===== src/rtl/sram_arbiter_if.sv =====
// Requester-side handshake and SRAM pin-driver bus shared by the three effect ports.
// The slave modport is the arbiter; the master modport is the requesters plus the SRAM model/pins.
interface sram_arbiter_if;
  logic [2:0]  i_req;
  logic [2:0]  i_we;
  logic [59:0] i_addr;
  logic [47:0] i_wdata;
  logic [2:0]  o_ack;
  logic        o_err;
  logic [15:0] o_rdata;
  logic [19:0] o_sram_addr;
  logic        o_sram_we_n;
  logic [15:0] o_sram_wdata;
  logic [15:0] i_sram_rdata;

  modport slave (
    input  i_req, i_we, i_addr, i_wdata, i_sram_rdata,
    output o_ack, o_err, o_rdata, o_sram_addr, o_sram_we_n, o_sram_wdata
  );

  modport master (
    output i_req, i_we, i_addr, i_wdata, i_sram_rdata,
    input  o_ack, o_err, o_rdata, o_sram_addr, o_sram_we_n, o_sram_wdata
  );
endinterface


===== src/rtl/sram_arbiter.sv =====
// Round-robin arbiter sharing one 16-bit SRAM between three windowed requesters.
// One access in flight; all outputs registered from next-state values.
module sram_arbiter #(
  parameter int unsigned READ_WAIT = 2,
  parameter int          P0_LO     = 0,
  parameter int          P0_HI     = 351999,
  parameter int          P1_LO     = 352000,
  parameter int          P1_HI     = 671999,
  parameter int          P2_LO     = 672000,
  parameter int          P2_HI     = 1048575
) (
  input logic           i_clk,
  input logic           i_rst,
  sram_arbiter_if.slave bus
);

  typedef enum logic [1:0] {S_IDLE, S_WRITE, S_READ, S_DONE} state_t;

  state_t      state_q, state_d;
  logic [1:0]  rr_ptr_q, rr_ptr_d;
  logic [1:0]  idx_q, idx_d;
  logic        we_q, we_d;
  logic [19:0] addr_q, addr_d;
  logic [15:0] wdata_q, wdata_d;
  logic        err_q, err_d;
  logic [7:0]  wait_cnt_q, wait_cnt_d;

  logic [2:0]  ack_q, ack_d;
  logic        oerr_q, oerr_d;
  logic [15:0] rdata_q, rdata_d;
  logic [19:0] sram_addr_q, sram_addr_d;
  logic        sram_we_n_q, sram_we_n_d;
  logic [15:0] sram_wdata_q, sram_wdata_d;

  logic        win_vld;
  logic [1:0]  win_idx;
  logic [1:0]  cand;
  logic [19:0] win_addr;
  logic [15:0] win_wdata;

  function automatic logic in_window(input logic [1:0] p, input logic [19:0] a);
    int ai;
    ai = int'({12'b0, a});
    case (p)
      2'd0:    return (ai >= P0_LO) && (ai <= P0_HI);
      2'd1:    return (ai >= P1_LO) && (ai <= P1_HI);
      2'd2:    return (ai >= P2_LO) && (ai <= P2_HI);
      default: return 1'b0;
    endcase
  endfunction

  always_comb begin
    win_vld = 1'b0;
    win_idx = '0;
    cand    = '0;
    for (int unsigned i = 0; i < 3; i++) begin
      cand = 2'((32'(rr_ptr_q) + i) % 3);
      if (!win_vld && bus.i_req[cand]) begin
        win_vld = 1'b1;
        win_idx = cand;
      end
    end
  end

  assign win_addr  = bus.i_addr[20*win_idx +: 20];
  assign win_wdata = bus.i_wdata[16*win_idx +: 16];

  always_ff @(posedge i_clk or posedge i_rst) begin
    if (i_rst) begin
      state_q      <= S_IDLE;
      rr_ptr_q     <= '0;
      idx_q        <= '0;
      we_q         <= 1'b0;
      addr_q       <= '0;
      wdata_q      <= '0;
      err_q        <= 1'b0;
      wait_cnt_q   <= '0;
      ack_q        <= '0;
      oerr_q       <= 1'b0;
      rdata_q      <= '0;
      sram_addr_q  <= '0;
      sram_we_n_q  <= 1'b1;
      sram_wdata_q <= '0;
    end else begin
      state_q      <= state_d;
      rr_ptr_q     <= rr_ptr_d;
      idx_q        <= idx_d;
      we_q         <= we_d;
      addr_q       <= addr_d;
      wdata_q      <= wdata_d;
      err_q        <= err_d;
      wait_cnt_q   <= wait_cnt_d;
      ack_q        <= ack_d;
      oerr_q       <= oerr_d;
      rdata_q      <= rdata_d;
      sram_addr_q  <= sram_addr_d;
      sram_we_n_q  <= sram_we_n_d;
      sram_wdata_q <= sram_wdata_d;
    end
  end

  // The window check uses the winner's address in the grant cycle so the
  // registered SRAM strobes can already be correct one cycle later.
  always_comb begin
    state_d    = state_q;
    rr_ptr_d   = rr_ptr_q;
    idx_d      = idx_q;
    we_d       = we_q;
    addr_d     = addr_q;
    wdata_d    = wdata_q;
    err_d      = err_q;
    wait_cnt_d = wait_cnt_q;
    case (state_q)
      S_IDLE: begin
        if (win_vld) begin
          idx_d      = win_idx;
          we_d       = bus.i_we[win_idx];
          addr_d     = win_addr;
          wdata_d    = win_wdata;
          err_d      = !in_window(win_idx, win_addr);
          wait_cnt_d = '0;
          if (err_d)     state_d = S_DONE;
          else if (we_d) state_d = S_WRITE;
          else           state_d = S_READ;
        end
      end
      S_WRITE: state_d = S_DONE;
      S_READ: begin
        if (wait_cnt_q == 8'(READ_WAIT - 1)) state_d = S_DONE;
        else                                 wait_cnt_d = wait_cnt_q + 8'd1;
      end
      S_DONE: begin
        rr_ptr_d = (idx_q == 2'd2) ? 2'd0 : idx_q + 2'd1;
        state_d  = S_IDLE;
      end
      default: state_d = S_IDLE;
    endcase
  end

  always_comb begin
    ack_d        = '0;
    oerr_d       = 1'b0;
    rdata_d      = rdata_q;
    sram_addr_d  = '0;
    sram_we_n_d  = 1'b1;
    sram_wdata_d = '0;
    if (state_d == S_DONE) begin
      ack_d[idx_d] = 1'b1;
      oerr_d       = err_d;
    end
    if (state_q == S_READ && state_d == S_DONE) rdata_d = bus.i_sram_rdata;
    if (state_d == S_WRITE || state_d == S_READ) sram_addr_d = addr_d;
    if (state_d == S_WRITE) begin
      sram_we_n_d  = 1'b0;
      sram_wdata_d = wdata_d;
    end
  end

  assign bus.o_ack        = ack_q;
  assign bus.o_err        = oerr_q;
  assign bus.o_rdata      = rdata_q;
  assign bus.o_sram_addr  = sram_addr_q;
  assign bus.o_sram_we_n  = sram_we_n_q;
  assign bus.o_sram_wdata = sram_wdata_q;

endmodule


===== src/flat_wrapper.sv =====
// flat-port wrapper written by rule: the top's interface ports become plain ports
module sram_arbiter_flat 
#(
  parameter int unsigned READ_WAIT = 2,
  parameter int          P0_LO     = 0,
  parameter int          P0_HI     = 351999,
  parameter int          P1_LO     = 352000,
  parameter int          P1_HI     = 671999,
  parameter int          P2_LO     = 672000,
  parameter int          P2_HI     = 1048575
)
  (i_clk, i_rst, bus_i_req, bus_i_we, bus_i_addr, bus_i_wdata, bus_i_sram_rdata, bus_o_ack, bus_o_err, bus_o_rdata, bus_o_sram_addr, bus_o_sram_we_n, bus_o_sram_wdata);
  sram_arbiter_if bus_i ();
  input logic i_clk;
  input logic i_rst;
  input wire logic [$bits(bus_i.i_req)-1:0] bus_i_req;
  input wire logic [$bits(bus_i.i_we)-1:0] bus_i_we;
  input wire logic [$bits(bus_i.i_addr)-1:0] bus_i_addr;
  input wire logic [$bits(bus_i.i_wdata)-1:0] bus_i_wdata;
  input wire logic [$bits(bus_i.i_sram_rdata)-1:0] bus_i_sram_rdata;
  output wire logic [$bits(bus_i.o_ack)-1:0] bus_o_ack;
  output wire logic [$bits(bus_i.o_err)-1:0] bus_o_err;
  output wire logic [$bits(bus_i.o_rdata)-1:0] bus_o_rdata;
  output wire logic [$bits(bus_i.o_sram_addr)-1:0] bus_o_sram_addr;
  output wire logic [$bits(bus_i.o_sram_we_n)-1:0] bus_o_sram_we_n;
  output wire logic [$bits(bus_i.o_sram_wdata)-1:0] bus_o_sram_wdata;
  assign bus_i.i_req = bus_i_req;
  assign bus_i.i_we = bus_i_we;
  assign bus_i.i_addr = bus_i_addr;
  assign bus_i.i_wdata = bus_i_wdata;
  assign bus_i.i_sram_rdata = bus_i_sram_rdata;
  assign bus_o_ack = bus_i.o_ack;
  assign bus_o_err = bus_i.o_err;
  assign bus_o_rdata = bus_i.o_rdata;
  assign bus_o_sram_addr = bus_i.o_sram_addr;
  assign bus_o_sram_we_n = bus_i.o_sram_we_n;
  assign bus_o_sram_wdata = bus_i.o_sram_wdata;
  sram_arbiter #(.READ_WAIT(READ_WAIT), .P0_LO(P0_LO), .P0_HI(P0_HI), .P1_LO(P1_LO), .P1_HI(P1_HI), .P2_LO(P2_LO), .P2_HI(P2_HI)) u_core (.i_clk(i_clk), .i_rst(i_rst), .bus(bus_i));
endmodule

===== config.mk =====
export PLATFORM = sky130hd
export DESIGN_NAME = sram_arbiter_flat
export DESIGN_NICKNAME = d
export VERILOG_FILES = /design/src/rtl/sram_arbiter_if.sv /design/src/rtl/sram_arbiter.sv /design/src/flat_wrapper.sv
export SDC_FILE = /design/constraint.sdc
export NUM_CORES = 1
export LEC_CHECK = 0
export ABC_AREA = 1
export BUFFER_PORTS_ARGS = -buffer_cell sky130_fd_sc_hd__buf_2
export CAP_MARGIN = 10
export CORE_MARGIN = 10
export CORE_UTILIZATION = 30
export CTS_CLUSTER_SIZE = 30
export DETAILED_ROUTE_END_ITERATION = 16
export HOLD_SLACK_MARGIN = 0.1
export SYNTH_ARGS = -nofsm -noshare
export SYNTH_HDL_FRONTEND = slang
export SYNTH_SLANG_ARGS = --single-unit
export TNS_END_PERCENT = 1

===== constraint.sdc =====
create_clock -name i_clk -period 10.9 [get_ports i_clk]
set_clock_uncertainty 0.15 [all_clocks]
set_input_delay 1.09 -clock i_clk [delete_from_list [all_inputs] [get_ports i_clk]]
set_output_delay 1.09 -clock i_clk [all_outputs]
set_load 0.02 [all_outputs]

* After elaboration in Yosys (flattened, before gate mapping)
Index checks and enable logic that the tools add are counted.
** Operators by class
- $add $sub $neg :: 4
- Multipliers :: 1
- Divide/modulo/power cells :: 3
- $lt $le $gt $ge :: 10
- Equal/unequal tests :: 12
- Shifts and indexed selects :: 2
- Mux-type cells :: 41
- Reduce and logical (&&, ||, !) cells :: 13
** Operator list (count)
- remainder unit 32 x 2 -> 32 bit, second input constant :: 2
- two-way mux 20 bit :: 3
- variable part select 60 x 8 -> 20 bit :: 1
- two-way mux 16 bit :: 3
- variable part select 48 x 7 -> 16 bit :: 1
- remainder unit 2 x 2 -> 32 bit, second input constant :: 1
- >= comparator 20 x 19 -> 1 bit, second input constant :: 1
- >= comparator 20 bit, second input constant :: 1
- <= comparator 20 x 19 -> 1 bit, second input constant :: 1
- <= comparator 20 bit, second input constant :: 1
- two-way mux 2 bit :: 10
- two-way mux 8 bit :: 2
- one-hot mux 8 bit (2 select lines) :: 1
- less-than comparator 2 x 3 -> 1 bit, second input constant :: 5
- two-way mux 1 bit :: 14
- equality test 2 bit, second input constant :: 6
- adder 8 x 1 -> 8 bit, second input constant :: 1
- binary-select mux 1 bit (select 2 bit) :: 4
- equality test 8 x 1 -> 1 bit, second input constant :: 1
- one-hot mux 2 bit (4 select lines) :: 1
- equality test 2 x 1 -> 1 bit, second input constant :: 3
- logical AND 1 bit :: 5
- multiplier 3 x 2 -> 5 bit, first input constant :: 1
- logical NOT 2 bit :: 2
- other kinds (13) :: 15
** Storage, ports and cells
- Register bits after elaboration :: 108
- Bits of input ports :: 132
- Output and inout bits :: 57
- Word-level logic and storage cells :: 99

* Depth between registers and ports, before layout
- Depth after elaboration :: 23
- Depth in mapped cells :: 29
- Gate-level depth less buffers :: 28

* Worst setup path before layout
No wires, ideal clock.
- Path type :: input to register
- From :: input port bus_i_req[1]
- To :: register u_core.rdata_q[0] (netlist: u_core.bus.o_rdata[0])
- Setup time :: 125 ps
- Data arrival time :: 3795 ps
- Required time :: 10625 ps
- Setup slack :: 6830 ps
- Cell stages on the path :: 23
- Buffers on the path :: 2
- Cell sequence :: inv_1 nand2_1 nand3_1 nand2_1 nand3_1 nand3_2 nand2_2 buf_4 nand2_1 nand3_1 nand2_2 o211ai_1 nand2_1 nor2_1 nand3_2 nand3_2 nand2_1 nand2_1 nand2_1 ha_1 nand2_1 clkbuf_1 mux2_2
** On the way
- Word-level cells in the longest chain between the ends :: 21
- Elaborated cells between the ends (all ways) :: 37
- Those cells by class :: 1 x mul; 4 x order compare; 3 x eq/ne; 1 x shift; 21 x mux; 7 x reduce/logical
** RTL lines
- from (decl) :: line flat_wrapper.sv:16 : input wire logic [$bits(bus_i.i_req)-1:0] bus_i_req;
- binary-select mux 1 bit (select 2 bit) :: line sram_arbiter.sv:58 : if (!win_vld && bus.i_req[cand]) begin
- two-way mux 1 bit (implied by the code) :: line sram_arbiter.sv:58
- two-way mux 1 bit :: line sram_arbiter.sv:58
- logical NOT 1 bit :: line sram_arbiter.sv:58
- logical AND 1 bit :: line sram_arbiter.sv:58
- two-way mux 1 bit :: line sram_arbiter.sv:58
- logical NOT 1 bit :: line sram_arbiter.sv:58
- logical AND 1 bit :: line sram_arbiter.sv:58
- [6 not listed]
- two-way mux 1 bit :: line sram_arbiter.sv:115 : if (win_vld) begin
- two-way mux 1 bit :: line sram_arbiter.sv:113 : case (state_q)
- two-way mux 2 bit :: line sram_arbiter.sv:122 : if (err_d) state_d = S_DONE;
- two-way mux 2 bit (*) :: line sram_arbiter.sv:115
- one-hot mux 2 bit (4 select lines) (*) :: line sram_arbiter.sv:113
- named net u_core.state_d[0] :: line sram_arbiter.sv:19 : state_t state_q, state_d;
- equality test 2 bit (*) :: line sram_arbiter.sv:151 : if (state_q == S_READ && state_d == S_DONE) rdata_d = bus.i_sram_rdata;
- logical AND 1 bit (*) :: line sram_arbiter.sv:151
- to (signal assigned) :: line sram_arbiter.sv:95 : rdata_q <= rdata_d;
- to (decl) :: line sram_arbiter.sv:30 : logic [15:0] rdata_q, rdata_d;
Mark *: on every way through the listed nets, which the timed path passes. The rest lies on a longest branch. The select of a mux whose other input is x is not followed.
A chain may end at the register's enable or synchronous reset.

* Worst setup path after layout
- From :: input port bus_i_req[1]
- To :: register u_core.rdata_q[9] (netlist: u_core.bus.o_rdata[9])
Same word-level chain as after synthesis.

==> impl_metrics.ini <==
[final_layout]
area_growth_syn_to_layout_pct = 25.22
layout.nets = 970
drive_above_1_share_pct = 32.61
final_cells = 1062

[routing]
drt_iter0_markers = 203
routed_wl_um = 16400
ant_nets = 0
drcViolationCount = 0
wl_per_cell_um = 15.44
first_pass_iters = 4
via_per_inst = 4.609
vias = 4895

[setup_path]
path_buf_inv = 3
reg2reg_depth = 26
cp_max_fo = 42
critPathMostFrequentCell = nand2_1
reg2reg_slack_ps = 5930
path_delay_family = simple AND/OR/NAND/NOR gates
arrival_ps = 5080
slowest_stage = nand2_1
crit_path_end_kind = register
r2r_start = u_core.rr_ptr_q[1]
crit_type = in2reg
cp-start-kind = primary input
r2r_end = u_core.bus.o_rdata[9]
critical-path-max-stage-delay_ps = 530
required_ps = 10990

[run_status]
outcome = finished clean

[clock_tree]
post-cts-setup-buffers = 0
clk_latency_ps = 350
htreeDepth = 3
cts-root-buf = clkbuf_16
ctsHoldBuffers = 0
cts_resized = 0
clk_path_buf_depth = 2
path_clk_slew_ps = 80
cts_tree = built
cts_sinks = 108
cts_buffers = 9

[die]
die_w_um = 155.4
placementRows = 49
coreArea_um2 = 18020
die_area_um2 = 24140
start_util_pct = 30.50
io_pins = 189
die_y_um = 155.4

[min_path]
hold_class = reg2reg
hold_depth = 1
hold_start = u_core.idx_q[0]
min_delay_worst_endpoint = u_core.rr_ptr_q[0]

[pwr]
power.leakage_nw = 3.673
p_per_area_nw_per_um2 = 377.5
finalPower_w = 0.002599
vdd_drop_max_uv = 188.3

[global_route]
grt_pass1_wl_um = 25960
antenna_found_initial = 2
track_usage_pct = 13.25
gr-total-overflow = 0
grt_max_degree = 64
grt_pass1_vias = 5013

[placed_design]
io_buffers = 188
hpwlAfterDp_um = 12340
gp_congestion = 0.8324
placed_cells = 1044

[synthesis]
async_reset_ff_share_pct = 100.0
ys.warnings.count = 0
yosys-top-cells-area = dfrtp_1, nand2_1, a21oi_1, nand3_1, inv_1
synth_largest_area_cell = dfrtp_1
yosysSeqAreaShare_pct = 49.18
synth_most_common_cell = nand2_1
ys_seq_elements = 108
synth_cells = 652
synth-main-ff-cell = dfrtp_1
yosys.area.top_type_share_pct = 48.70
synth.distinct_cells = 36
synth.avg_cell_area_um2 = 8.432
mappedNetlistArea_um2 = 5498
syn-num-nets = 796
synth_common_cells = nand2_1, dfrtp_1, a21oi_1
synth_edf_count = 0

[sta]
fmax_ghz = 0.2005
tightest_slew_ps = 822.4
finalCriticalPeriod_ps = 4987
setup_viol = 0
hold_viol_final = 0
drv_slew = 0
setup-tns-final_ps = 0
finalCritPeriodShare_pct = 45.75
rsz0062_at_grt = false
slew_headroom_pct = 44.98

[run]
cap_viol_max_count = 0
## cell type report
class | instances | area, µm²
well taps | 229 | 286.5
inverters | 57 | 219.0
diodes | 2 | 5.005
multi-input cells | 459 | 2416
repair buffers | 191 | 963.4
fillers | 1906 | 11140
clock buffers | 10 | 229.0
clock inverters | 6 | 61.31
flip-flops and latches | 108 | 2704
## layout by cell type, fill, tap and decap left out, types with 6 or more instances in the layout
cell type,n
buf_2,188
nand2_1,169
dfrtp_1,107
a21oi_1,60
nor2_1,49
inv_1,48
nand3_1,40
o21ai_0,28
nand2_2,17
mux2_2,16
o21a_1,16
ha_1,12
nand3_2,10
clkbuf_16,9
o31ai_1,7
inv_2,6
nor3_1,6
## worst reg2reg max path: cells and delay by family, from the launching register on
| kind | cells | cell delay, ps |
|---|---|---|
| flip-flops | 1 | 400 |
| multiplexers | 1 | 410 |
| adder cells (fa/ha/maj) | 2 | 530 |
| AND/OR/NAND/NOR | 20 | 2760 |
| buffers and inverters | 3 | 600 |
## stage by stage
step	hold WS (ps)	setup WS, ps	util, %	instance area (µm²)
floorplan	284.2	6816	-	5498
global placement	292.1	5637	36.55	6589
detailed placement	295.2	5516	36.55	6589
CTS	305.7	5901	38.16	6879
global route	327.4	5384	38.18	6882
finish	305.4	5913	38.19	6884
## how the worst max path moves through the flow
stage | startpoint | to | depth (start not counted)
4_1_cts | u_core.rr_ptr_q[1] | u_core.bus.o_rdata[2] | 26
2_1_floorplan | i_rst | u_core.addr_q[0] | 1
6_report | bus_i_req[1] | u_core.bus.o_rdata[9] | 25
3_5_place_dp | bus_i_req[1] | u_core.bus.o_rdata[2] | 25
5_1_grt | u_core.rr_ptr_q[1] | u_core.bus.o_rdata[9] | 26
3_3_place_gp | bus_i_req[1] | u_core.bus.o_rdata[2] | 25
## kinds of logic after synthesis
logic type                 after synthesis  share of synthesized area [%]
AOI/OAI and AO/OA                      120                          12.18
adders and majority gates               12                          2.731
buffers and inverters                   85                          6.873
DFF                                    108                          49.18
muxes                                   16                          3.277
and+or+nand+nor                        311                          25.76
## state kept, by name (all words and copies together), names as in the netlist, 3 cells and up
register	count
u_core.bus.o_ack	3
u_core.wait_cnt_q	8
u_core.bus.o_sram_wdata	16
u_core.bus.o_sram_addr	20
u_core.wdata_q	16
u_core.bus.o_rdata	16
u_core.addr_q	20
## report_power, final
part	switching [W]	total, W	internal, W	leakage (nW)
registers	0.0000472	0.000621	0.000574	1.38
logic	0.00115	0.00165	0.000503	2.16
clock network	0.000164	0.000324	0.000160	0.138
total	0.00136	0.00260	0.00124	3.67
## routing by layer
layer	wire length [µm]	global-route usage, %	up-vias
met5	0	0	-
met4	251	4.902	0
met3	791	3.253	16
met2	8196	22.44	98
met1	7162	15.88	2315
li1	-	-	2466
Power figures use the tool's default switching activity.
